`config.mk`:
```
export PLATFORM = sky130hd
export DESIGN_NAME = ball_game_ctrl
export DESIGN_NICKNAME = d
export VERILOG_FILES = /design/src/rtl/ball_game_ctrl.sv
export SDC_FILE = /design/constraint.sdc
export NUM_CORES = 1
export LEC_CHECK = 0
export BUFFER_PORTS_ARGS = -buffer_cell sky130_fd_sc_hd__clkbuf_2
export CAP_MARGIN = 20
export CELL_PAD_IN_SITES_DETAIL_PLACEMENT = 0
export CELL_PAD_IN_SITES_GLOBAL_PLACEMENT = 2
export CORE_UTILIZATION = 30
export CTS_BUF_LIST = sky130_fd_sc_hd__clkbuf_8
export CTS_CLUSTER_SIZE = 20
export DETAILED_ROUTE_END_ITERATION = 8
export PLACE_DENSITY = 0.84
export SYNTH_ARGS = -nofsm -noshare
export SYNTH_HDL_FRONTEND = slang
export SYNTH_SLANG_ARGS = --single-unit
```
`constraint.sdc`:
```
create_clock -name clk -period 2.06 [get_ports clk]
set_input_delay 0.309 -clock clk [delete_from_list [all_inputs] [get_ports clk]]
set_output_delay 0.309 -clock clk [all_outputs]
set_load 0.05 [all_outputs]
```
`src/rtl/ball_game_ctrl.sv`:
```
// Game sequencer for the bouncing-ball datapath: physics tick, serve/launch, paddle hits, score and lives.
// Optional beep generator enabled by defining BALL_GAME_BEEP_EN.
module ball_game_ctrl #(
  parameter int TICK_DIV = 48000,
  parameter int LIVES    = 3,
  parameter int HOME     = 20,
  parameter int SERVE_TK = 50,
  parameter int SCORE_W  = 8
`ifdef BALL_GAME_BEEP_EN
  ,
  parameter int BEEP_TK  = 25
`endif
) (
  input  logic               clk,
  input  logic               rst,
  input  logic               btn_start,
  input  logic [16:0]        ball_pos,
  input  logic               ball_stop,
  input  logic [8:0]         handline,
  output logic               tick,
  output logic               ball_run,
  output logic [8:0]         ball_home,
  output logic [SCORE_W-1:0] score,
  output logic [1:0]         lives,
  output logic               game_over,
  output logic               beep,
  output logic [2:0]         dbg_state
);

  typedef enum logic [2:0] {
    IDLE  = 3'd0,
    SERVE = 3'd1,
    PLAY  = 3'd2,
    MISS  = 3'd3,
    OVER  = 3'd4
  } state_t;

  localparam int TW = $clog2(TICK_DIV);
  localparam int SW = $clog2(SERVE_TK + 1);
  localparam logic [TW-1:0] TICK_LAST  = TW'(TICK_DIV - 1);
  localparam logic [SW-1:0] SERVE_LAST = SW'(SERVE_TK - 1);

  state_t               state_q, state_d;
  logic [TW-1:0]        tick_cnt_q;
  logic [SW-1:0]        serve_q, serve_d;
  logic [SCORE_W-1:0]   score_q, score_d;
  logic [1:0]           lives_q, lives_d;
  logic [16:0]          prev_q, prev_d;
  logic                 btn_q;
  logic                 start_rise;
  logic                 hit;

  assign start_rise = btn_start & ~btn_q;
  // Ball falling across the paddle between two consecutive physics ticks.
  assign hit = (prev_q < {8'd0, handline}) && (ball_pos >= {8'd0, handline});

  always_ff @(posedge clk) begin
    if (rst) begin
      state_q    <= IDLE;
      tick_cnt_q <= '0;
      serve_q    <= '0;
      score_q    <= '0;
      lives_q    <= 2'(LIVES);
      prev_q     <= '0;
      btn_q      <= 1'b0;
    end else begin
      state_q    <= state_d;
      tick_cnt_q <= (tick_cnt_q == TICK_LAST) ? '0 : tick_cnt_q + 1'b1;
      serve_q    <= serve_d;
      score_q    <= score_d;
      lives_q    <= lives_d;
      prev_q     <= prev_d;
      btn_q      <= btn_start;
    end
  end

  always_comb begin
    state_d = state_q;
    serve_d = serve_q;
    score_d = score_q;
    lives_d = lives_q;
    prev_d  = prev_q;
    case (state_q)
      IDLE: begin
        if (start_rise) begin
          state_d = SERVE;
          serve_d = '0;
          score_d = '0;
          lives_d = 2'(LIVES);
        end
      end
      SERVE: begin
        if (tick) begin
          if (serve_q == SERVE_LAST) begin
            state_d = PLAY;
            prev_d  = 17'(HOME);
          end else begin
            serve_d = serve_q + 1'b1;
          end
        end
      end
      PLAY: begin
        if (tick) begin
          prev_d = ball_pos;
          if (hit && (score_q != {SCORE_W{1'b1}})) score_d = score_q + 1'b1;
          if (ball_stop) state_d = MISS;
        end
      end
      MISS: begin
        lives_d = lives_q - 2'd1;
        serve_d = '0;
        state_d = (lives_q == 2'd1) ? OVER : SERVE;
      end
      OVER: begin
        if (start_rise) state_d = IDLE;
      end
      default: state_d = IDLE;
    endcase
  end

  assign tick      = (tick_cnt_q == TICK_LAST);
  assign ball_run  = (state_q == PLAY);
  assign game_over = (state_q == OVER);
  assign ball_home = 9'(HOME);
  assign score     = score_q;
  assign lives     = lives_q;
  assign dbg_state = state_q;

`ifdef BALL_GAME_BEEP_EN
  localparam int BW = $clog2(2 * BEEP_TK + 1);

  logic [BW-1:0] beep_q, beep_d;
  logic          hit_evt, miss_evt;

  assign hit_evt  = (state_q == PLAY) && tick && hit;
  assign miss_evt = (state_q == PLAY) && tick && ball_stop;

  // A new event reloads even when a tick would decrement on the same clock.
  always_comb begin
    beep_d = beep_q;
    if (miss_evt)                     beep_d = BW'(2 * BEEP_TK);
    else if (hit_evt)                 beep_d = BW'(BEEP_TK);
    else if (tick && (beep_q != '0))  beep_d = beep_q - 1'b1;
  end

  always_ff @(posedge clk) begin
    if (rst) beep_q <= '0;
    else     beep_q <= beep_d;
  end

  assign beep = (beep_q != '0);
`else
  assign beep = 1'b0;
`endif

endmodule
```
==> summary.txt, run 1 <==
Pwr
  • Power per cell area: ~580 mW/mm²
  • Internal cell power: 1.600 mW
  • Lkg Pwr: 1.584 nW
  • Gate power share: 10.5%
  • Sw frac: 23.61%
  • Net Switching: around 0.49 mW
  • Maximum VDD drop: 0.0003048 V
  • Clock power share: between 30% and 40%
  • Sequential share of power: 49.9%

Placed design
  • Setup WS pre-CTS: -0.09663 ns
  • Dpl hpwl: around 4900 µm
  • GP Congestion: approximately 0.8
  • IO Port Bufs: between 40 and 50

Finish
  • Commonest non-fill, non-tap cell in the layout: dfxtp_1
  • Share of cells above drive strength 1: between 20% and 30%
  • Commonest non-fill, non-tap cells in the layout: dfxtp_1 (45), clkbuf_2 (44), nor2_1 (40), buf_4 (36), ha_1 (20)
  • Nets@finish: between 400 and 500
  • Layout overhead on the synthesized area: 28.95%
  • Diode count: 0
  • Util after Layout: around two fifths

Worst setup path
  • Endpoint class of the critical path: flop
  • Crit Path Class: flop to flop
  • WP data required: around 2.3 ns
  • Startpoint Class: flop
  • Worst EP arrival: ~2.3 ns
  • Max FO, Critical Path: 2
  • R2R setup slack: 0.05 ns

Min path
  • Worst Hold Class: input port to flop

Timing
  • Final Cycle Share: a little over nine tenths
  • Period minus WS final: around 2.0 ns
  • Fin. max-slew vios: 0
  • Final setup vio count: 0
  • Setup Skew: 0.004464 ns
  • RSZ-0062 raised after global routing: true
  • Fmax: between 400 and 500 MHz
  • Final hold viol count: 0
  • Post-route setup slack: between 0.05 and 0.06 ns

Clock tree
  • Hold buffers post-CTS: 0
  • CTS tree: yes
  • Reg clk slew, reported paths: roughly 0.10 ns
  • Worst-skew pair later-pin latency: 0.30 ns
  • Max Buffers Root-to-Sink: 2
  • Sink Count: 53
  • CTS H-tree lvls: 2
  • Num CTS Buffers: 5
  • Root Driver: clkbuf_8

Routing
  • Final wirelength: 6454 µm
  • Residual DRC count: 0
  • Via count: 2493
  • WL/cell: 12.61 µm
  • Vias per cell: about 4.9
  • Post-DRT Antenna Nets: 0
  • 1st-iter DRT viols: 63
  • Drt pass-1 iters: 4

GRT
  • Total gr overflow: 0
  • Initial antenna violation count: 0
  • Global Route Usage Sum: 13.59%
  • Via count of the first global-routing pass: about 2300
  • First-pass GRT wire length: roughly 11000 µm
  • Largest net degree at the start of global routing: 17

Synthesis
  • Post-synth top area cell: dfxtp_1
  • Gate Count Post-Synth: about 330
  • Yosys top cell area share: a little under two fifths
  • Synth Register Bits: 53
  • Mapped Avg Cell Area: between 8 and 9 µm²
  • Primary FF master, synth: dfxtp_1
  • Sequential share of the synthesized area: between 30% and 40%
  • Ys Warns: 0
  • Post-synth EDFFs: 0
  • Post-Syn Area: around 0.0028 mm²
  • Area contributors post-synth: dfxtp_1 (38%), ha_1 (9.8%), nor2_1 (5.4%)
  • FFs w/ async S/R, synth: 0%
  • Cell variety after synth: 43

Floorplan
  • Initial Utilization: 31.55%
  • Ports: 56
  • Placement Rows: 34
  • Die Width: around 100 µm
  • Die H: 98.70 µm
  • Die Area: 0.009742 mm²
  • Core box area: 0.008891 mm²

Flow run
  • Max Cap Viol: 0

Status
  • Outcome: completed
## timing repair
action | in CTS | in global routing
resized for setup | 9 | 11
buffers inserted | 2 | 1
gates cloned | 0 | 1
endpoints found under the setup margin | 1 | 21
pin swaps | 3 | 8
endpoints found under the hold margin | 0 | 0
## critical path: stages (launching register included)
cell	delay, ns
dfxtp_2	0.34
nor4b_4	0.28
buf_4	0.16
nand4_4	0.06
or3_4	0.34
or3_4	0.33
or3_1	0.31
a21oi_1	0.14
## state kept, by name, summed over array words and instances, names as in the netlist
| name | count |
|---|---|
| btn_q | 1 |
| dbg_state | 3 |
| lives | 2 |
| prev_q | 17 |
| score | 8 |
| serve_q | 6 |
| tick_cnt_q | 16 |
## Yosys cell counts, types with 3 or more instances
master and instances:
nor2b_1 4, o21ai_0 12, inv_1 17, nand4_1 5, nor4_1 4, nor3_1 17, a21oi_1 10, ha_1 22
nand3_1 16, xor2_1 13, nand2_1 19, a211oi_1 4, dfxtp_1 53, buf_4 12, o211ai_1 3, nand2b_1 5
nor2_1 40, or3_1 9, clkbuf_1 7, xnor2_1 5, a22o_1 16
## logic make-up (layout without fill, tap and decap cells)
logic type / count (synthesis) / after routing / share of synthesized area (%)
adder cells (fa/ha/maj): 22 / 22 / 9.813
buffers and inverters: 38 / 107 / 6.780
other: 2 / 10 / 0.2677
multiplexers: 2 / 2 / 0.7137
flip-flops: 53 / 53 / 37.82
AND/OR/NAND/NOR: 135 / 135 / 24.75
AO/OA/AOI/OAI: 57 / 57 / 14.23
XOR/XNOR: 18 / 18 / 5.620
## worst paths after layout
| path | startpoint | to | cells after the start |
|---|---|---|---|
| max | tick_cnt_q[10] | score[7] | 7 |
| min | btn_start | btn_q | 2 |
| max reg2reg | tick_cnt_q[10] | score[7] | 7 |
| min reg2reg | prev_q[0] | prev_q[0] | 1 |
## layer usage
| layer | part of all wire [%] | GRT usage, % | wire length, µm | vias to the layer above |
|---|---|---|---|---|
| met5 | 0 | 0 | 0 | - |
| met4 | 0.95 | 3.674 | 61 | 0 |
| met3 | 3.4 | 2.624 | 222 | 7 |
| met2 | 48 | 23.29 | 3100 | 50 |
| met1 | 48 | 17.47 | 3069 | 1146 |
| li1 | - | - | - | 1290 |
## through the flow
step / setup TNS [ns] / area [µm²] / total power [mW] / hold slack [ns] / cells
2_1_floorplan: -0.03282 / 2902 / 1.220 / 0.4347 / 335
4_1_cts: 0 / 3546 / 2.121 / 0.2226 / 510
3_5_place_dp: -0.4070 / 3371 / 1.288 / 0.4674 / 501
5_1_grt: -0.03780 / 3617 / 2.194 / 0.2184 / 512
3_3_place_gp: -0.2970 / 3371 / 1.287 / 0.4650 / 501
6_report: 0 / 3617 / 2.094 / 0.2249 / 512
## final cells by class
cell class | instances | area, µm²
sequential | 53 | 1074
clock inverter | 3 | 65.06
fill | 905 | 5274
inverter | 17 | 66.31
multi-input combinational | 244 | 1682
timing repair buffer | 82 | 526.8
clock buffer | 5 | 68.82
tap | 108 | 135.1
## power groups by stage
stage               Combinational, mW  Sequential (mW)  Clock [mW]
floorplan                       0.147             1.07           0
global placement                0.218             1.07           0
detailed placement              0.219             1.07           0
CTS                             0.220             1.05       0.855
global route                    0.246             1.05       0.900
finish                          0.220             1.05       0.828
No activity file was read; power rests on OpenSTA's default activity.
==> run 2, diff against run 1 <==
--- a/config.mk
+++ b/config.mk
@@ -14,6 +14,7 @@
 export CTS_CLUSTER_SIZE = 20
 export DETAILED_ROUTE_END_ITERATION = 8
 export PLACE_DENSITY = 0.84
+export REMOVE_ABC_BUFFERS = 1
 export SYNTH_ARGS = -nofsm -noshare
 export SYNTH_HDL_FRONTEND = slang
 export SYNTH_SLANG_ARGS = --single-unit
==> run 2 against run 1 <==
Effect of this change: the run now ends with setup timing left; global-route usage up 0.54 points; die area did not move; final area is essentially flat; critical path type unchanged.
==> summary.txt, run 2 (synthesized netlist as in run 1, its figures left out) <==
Status
  • Outcome: finished, violations left
  • Failing checks: setup timing

Worst setup path
  • WP data required: approximately 2.3 ns
  • Worst EP arrival: roughly 2.3 ns
  • Crit Path Class: flop to flop
  • Endpoint class of the critical path: flop
  • Max FO, Critical Path: 2
  • Startpoint Class: flop

Finish
  • Commonest non-fill, non-tap cell in the layout: dfxtp_1
  • Max FFs per register: 17
  • Filler cell count in the final layout: between 900 and 1000
  • Commonest non-fill, non-tap cells in the layout: dfxtp_1 (47), clkbuf_2 (44), buf_4 (42), nor2_1 (40), ha_1 (20)
  • Layout overhead on the synthesized area: 28.86%
  • Diode count: 0
  • Fin cells: a little over 500
  • Nets@finish: between 400 and 500
  • Largest Register: prev_q
  • Share of cells above drive strength 1: about 30%
  • Util after Layout: approximately 41%

Pwr
  • Gate power share: 12.6%
  • Net Switching: roughly 0.5 mW
  • Lkg Pwr: 1.575 nW
  • Sw frac: a little over a quarter
  • Maximum VDD drop: approximately 0.00026 V
  • Design Power: roughly 1.9 mW
  • Sequential share of power: a little under three fifths
  • Clock power share: around a third
  • Internal cell power: 1.362 mW
  • Power per cell area: between 500 and 600 mW/mm²

Clock tree
  • Num CTS Buffers: 5
  • Reg clk slew, reported paths: roughly 0.10 ns
  • CTS tree: yes
  • Max Buffers Root-to-Sink: 2
  • Hold buffers post-CTS: 0
  • Sink Count: 53
  • Root Driver: clkbuf_8
  • CTS H-tree lvls: 2
  • Worst-skew pair later-pin latency: just over 0.3 ns

Floorplan
  • Core box area: a little under 0.009 mm²
  • Die H: around 99 µm
  • Die Area: roughly 0.0097 mm²
  • Placement Rows: 34
  • Ports: 56
  • Initial Utilization: 31.55%
  • Die Width: ~99 µm

Timing
  • RSZ-0062 raised after global routing: true
  • Final hold viol count: 0
  • TNS Setup: -0.01307 ns
  • Final Cycle Share: 100.3%
  • Setup Skew: between 0.009 and 0.01 ns
  • Fin. max-slew vios: 0
  • Post-route setup slack: -0.006796 ns
  • Final setup vio count: 2
  • Period minus WS final: ~2.1 ns
  • Fmax: slightly below 500 MHz

GRT
  • First-pass GRT wire length: 11260 µm
  • Largest net degree at the start of global routing: 17
  • Initial antenna violation count: 0
  • Total gr overflow: 0
  • Via count of the first global-routing pass: around 2400
  • Global Route Usage Sum: 14.13%

Routing
  • Via count: between 2000 and 3000
  • WL/cell: 12.81 µm
  • Final wirelength: roughly 6600 µm
  • Post-DRT Antenna Nets: 0
  • 1st-iter DRT viols: 61
  • Drt pass-1 iters: 4
  • Residual DRC count: 0
  • Vias per cell: just under 5

Placed design
  • GP Congestion: ~0.76
  • Cell Count Post-Placement: between 500 and 600
  • IO Port Bufs: 45
  • Dpl hpwl: approximately 5000 µm
  • Setup WS pre-CTS: -0.2680 ns

Min path
  • Worst Hold Class: input port to flop

Flow run
  • Max Cap Viol: 0
run 2: cell count changes in the layout (fill, tap and decap cells not counted), sizes merged:
cell,before,now
bufinv,2,0
clkinv,1,2
buf,36,43
clkinvlp,0,1
run 2: metrics by stage:
stage / hold WS [ns] / area, µm²
2_1_floorplan: 0.3806 / 2709
6_report: 0.2290 / 3615
5_1_grt: 0.2186 / 3615
3_3_place_gp: 0.4665 / 3362
4_1_cts: 0.2154 / 3518
3_5_place_dp: 0.4711 / 3362
run 2: final cells by class:
type | count | area [µm²] | area share (%)
inverters | 17 | 66.31 | 1.835
clock buffers | 5 | 68.82 | 1.904
flip-flops and latches | 53 | 1069 | 29.56
multi-input cells | 244 | 1675 | 46.35
repair buffers | 89 | 583.1 | 16.13
well taps | 108 | 135.1 | 3.738
clock inverters | 3 | 17.52 | 0.4846
run 2: final timing paths:
path	slack (ns)	end	from	cells past startpoint
max reg2reg	-0.007	score[7]	tick_cnt_q[10]	7
min	0.23	prev_q[16]	ball_pos[16]	2
min reg2reg	0.49	tick_cnt_q[13]	tick_cnt_q[13]	2
max	-0.007	score[7]	tick_cnt_q[10]	7
run 2: power groups by stage:
stage	Sequential, mW	Clock (mW)	Combinational [mW]
2_1_floorplan	1.07	0	0.119
3_3_place_gp	1.06	0	0.229
3_5_place_dp	1.06	0	0.232
4_1_cts	1.04	0.623	0.235
5_1_grt	1.04	0.667	0.265
6_report	1.04	0.594	0.236
run 2: timing repair:
| item | CTS | global route |
|---|---|---|
| pin swaps | 3 | 4 |
| endpoints found under the setup margin | 6 | 26 |
| buffers inserted | 2 | 2 |
| gates cloned | 0 | 1 |
| resized for setup | 14 | 18 |
run 2: worst max-delay path, stage by stage (launching register included):
cell and delay [ns]:
dfxtp_2 0.35, nor4b_4 0.28, buf_4 0.15, nand4_2 0.10
or3_4 0.35, or3_4 0.33, or3_1 0.31, a21oi_1 0.14
run 2: per-layer routing:
metal	global-route usage, %	up-vias	share of wire, %
met5	0	-	0
li1	-	1301	-
met4	3.444	0	0.72
met1	18.84	1151	50
met3	3.404	6	4.2
met2	23.02	51	45
==> run 3, diff against run 2 <==
--- a/config.mk
+++ b/config.mk
@@ -13,6 +13,7 @@
 export CTS_BUF_LIST = sky130_fd_sc_hd__clkbuf_8
 export CTS_CLUSTER_SIZE = 20
 export DETAILED_ROUTE_END_ITERATION = 8
+export MAX_ROUTING_LAYER = met4
 export PLACE_DENSITY = 0.84
 export REMOVE_ABC_BUFFERS = 1
 export SYNTH_ARGS = -nofsm -noshare
==> run 3 against run 2 <==
Effect of this change: the run still ends with setup timing left; critical path type unchanged; fmax is essentially flat; combinational power about the same; largest power group unchanged; die area is the same; register-to-register slack about the same; first-iteration DRC count down 13%; critical path depth is the same.
==> summary.txt, run 3 (synthesized netlist as in run 1, its figures left out) <==
Worst setup path
  • Reg2Reg Depth: 7
  • Max FO, Critical Path: 2
  • Worst EP arrival: between 2 and 2.5 ns
  • WP data required: between 2 and 2.5 ns
  • Crit Path Class: flop to flop
  • R2r endpoint: score[7]
  • Endpoint class of the critical path: flop
  • Startpoint Class: flop
  • R2R setup slack: -0.008 ns
  • FF-to-FF Start: tick_cnt_q[10]

Floorplan
  • Core box area: approximately 0.009 mm²
  • Die Width: 98.70 µm
  • Initial Utilization: between 30% and 40%
  • Die H: between 90 and 100 µm
  • Ports: 56
  • Placement Rows: 34
  • Die Area: between 0.009 and 0.01 mm²

Timing
  • Final Cycle Share: 100.4%
  • Post-route setup slack: -0.008493 ns
  • Slew margin rel.: between 60% and 70%
  • Fin. max-slew vios: 0
  • Final hold viol count: 0
  • Period minus WS final: 2.068 ns
  • RSZ-0062 raised after global routing: true
  • Final setup vio count: 2
  • Fmax: 483.4 MHz
  • Setup Skew: 0.008854 ns
  • Slew @ Worst Pin: a little under 0.5 ns
  • Hold Slack: between 0.2 and 0.25 ns

Status
  • Failing checks: setup timing
  • Outcome: finished, violations left

Clock tree
  • Worst-skew pair later-pin latency: just over 0.3 ns
  • CTS H-tree lvls: 2
  • CTS tree: yes
  • Num CTS Buffers: 5
  • Hold buffers post-CTS: 0
  • Reg clk slew, reported paths: ~0.10 ns
  • Sink Count: 53
  • Root Driver: clkbuf_8
  • Max Buffers Root-to-Sink: 2

Flow run
  • Max Cap Viol: 0

Finish
  • Largest Register: prev_q
  • Diode count: 0
  • Layout overhead on the synthesized area: 29.35%
  • Commonest non-fill, non-tap cells in the layout: dfxtp_1 (47), clkbuf_2 (44), buf_4 (41), nor2_1 (40), ha_1 (20)
  • Nets@finish: roughly 460
  • Reg area: roughly 0.0011 mm²
  • Share of cells above drive strength 1: between 30 and 40%
  • Max FFs per register: 17
  • Multi-input gate area: 0.001697 mm²
  • Filler cell count in the final layout: about 900
  • Commonest non-fill, non-tap cell in the layout: dfxtp_1

Routing
  • Drt pass-1 iters: 4
  • Post-DRT Antenna Nets: 0
  • 1st-iter DRT viols: 53
  • Final wirelength: roughly 6700 µm
  • WL/cell: ~13 µm
  • Residual DRC count: 0
  • Via count: between 2000 and 3000
  • Vias per cell: approximately 4.9

Pwr
  • Maximum VDD drop: roughly 0.00027 V
  • Lkg Pwr: approximately 1.6 nW
  • Power per cell area: between 500 and 600 mW/mm²

GRT
  • First-pass GRT wire length: roughly 11000 µm
  • Total gr overflow: 0
  • Via count of the first global-routing pass: around 2500
  • Global Route Usage Sum: 14.53%
  • Initial antenna violation count: 0
  • Largest net degree at the start of global routing: 17

Placed design
  • Setup WS pre-CTS: -0.2680 ns
  • GP Congestion: between 0.7 and 0.8
  • IO Port Bufs: 45
  • Dpl hpwl: ~5000 µm

Min path
  • Worst hold stages: 2
  • Hold endpoint: prev_q[16]
  • Worst Hold Class: input port to flop
  • Hold Path Origin: ball_pos[16]
## run 3: stage by stage
step | setup TNS, ns | utilization [%] | cell area, µm² | power (mW) | instances
after floorplan | -6.381 | - | 2709 | 1.193 | 314
after global placement | -0.9566 | 37.81 | 3362 | 1.292 | 506
after detailed placement | -1.391 | 37.81 | 3362 | 1.295 | 506
after CTS | -0.04210 | 39.57 | 3518 | 1.900 | 516
after global routing | -0.1709 | 40.81 | 3628 | 1.976 | 518
final | -0.01483 | 40.81 | 3628 | 1.874 | 518
## run 3: worst max-delay path by stage
stage	from	end	slack, ns
2_1_floorplan	dbg_state[2]	dbg_state[2]	-0.44
3_3_place_gp	ball_pos[15]	score[4]	-0.19
3_5_place_dp	ball_pos[15]	score[4]	-0.27
4_1_cts	tick_cnt_q[7]	tick	-0.03
5_1_grt	tick_cnt_q[10]	score[7]	-0.09
6_report	tick_cnt_q[10]	score[7]	-0.008
## run 3: cell type report
type	instances	area share, %
clock inverters	3	0.4828
inverters	17	1.828
flip-flops and latches	53	29.45
clock buffers	5	1.897
repair buffers	88	15.86
multi-input cells	244	46.76
well taps	108	3.724
## run 3: timing repair
| action | 4_1_cts | 5_1_grt |
|---|---|---|
| endpoints found under the hold margin | 0 | 0 |
| buffers inserted | 2 | 1 |
| gates cloned | 0 | 1 |
| gates resized for setup | 14 | 22 |
| setup endpoints to repair | 6 | 26 |
| pin swaps | 3 | 3 |
## run 3: routing by layer
layer / track usage, % / wire length, µm
met2: 23.08 / 3064
met4: 3.444 / 55
met5: - / 0
met3: 3.191 / 278
met1: 18.84 / 3293
## run 3: report_power, final
group / internal, mW / leakage [nW] / total, mW / switching (mW)
Clock: 0.236 / 0.0439 / 0.595 / 0.359
Combinational: 0.0919 / 1.10 / 0.237 / 0.145
Sequential: 1.04 / 0.431 / 1.04 / 0.00708
## run 3: critical path, cell delays in order, from the launching register on
cell	delay [ns]
dfxtp_2	0.35
nor4b_4	0.28
buf_4	0.16
nand4_4	0.10
or3_4	0.35
or3_4	0.33
or3_1	0.31
a21oi_1	0.13
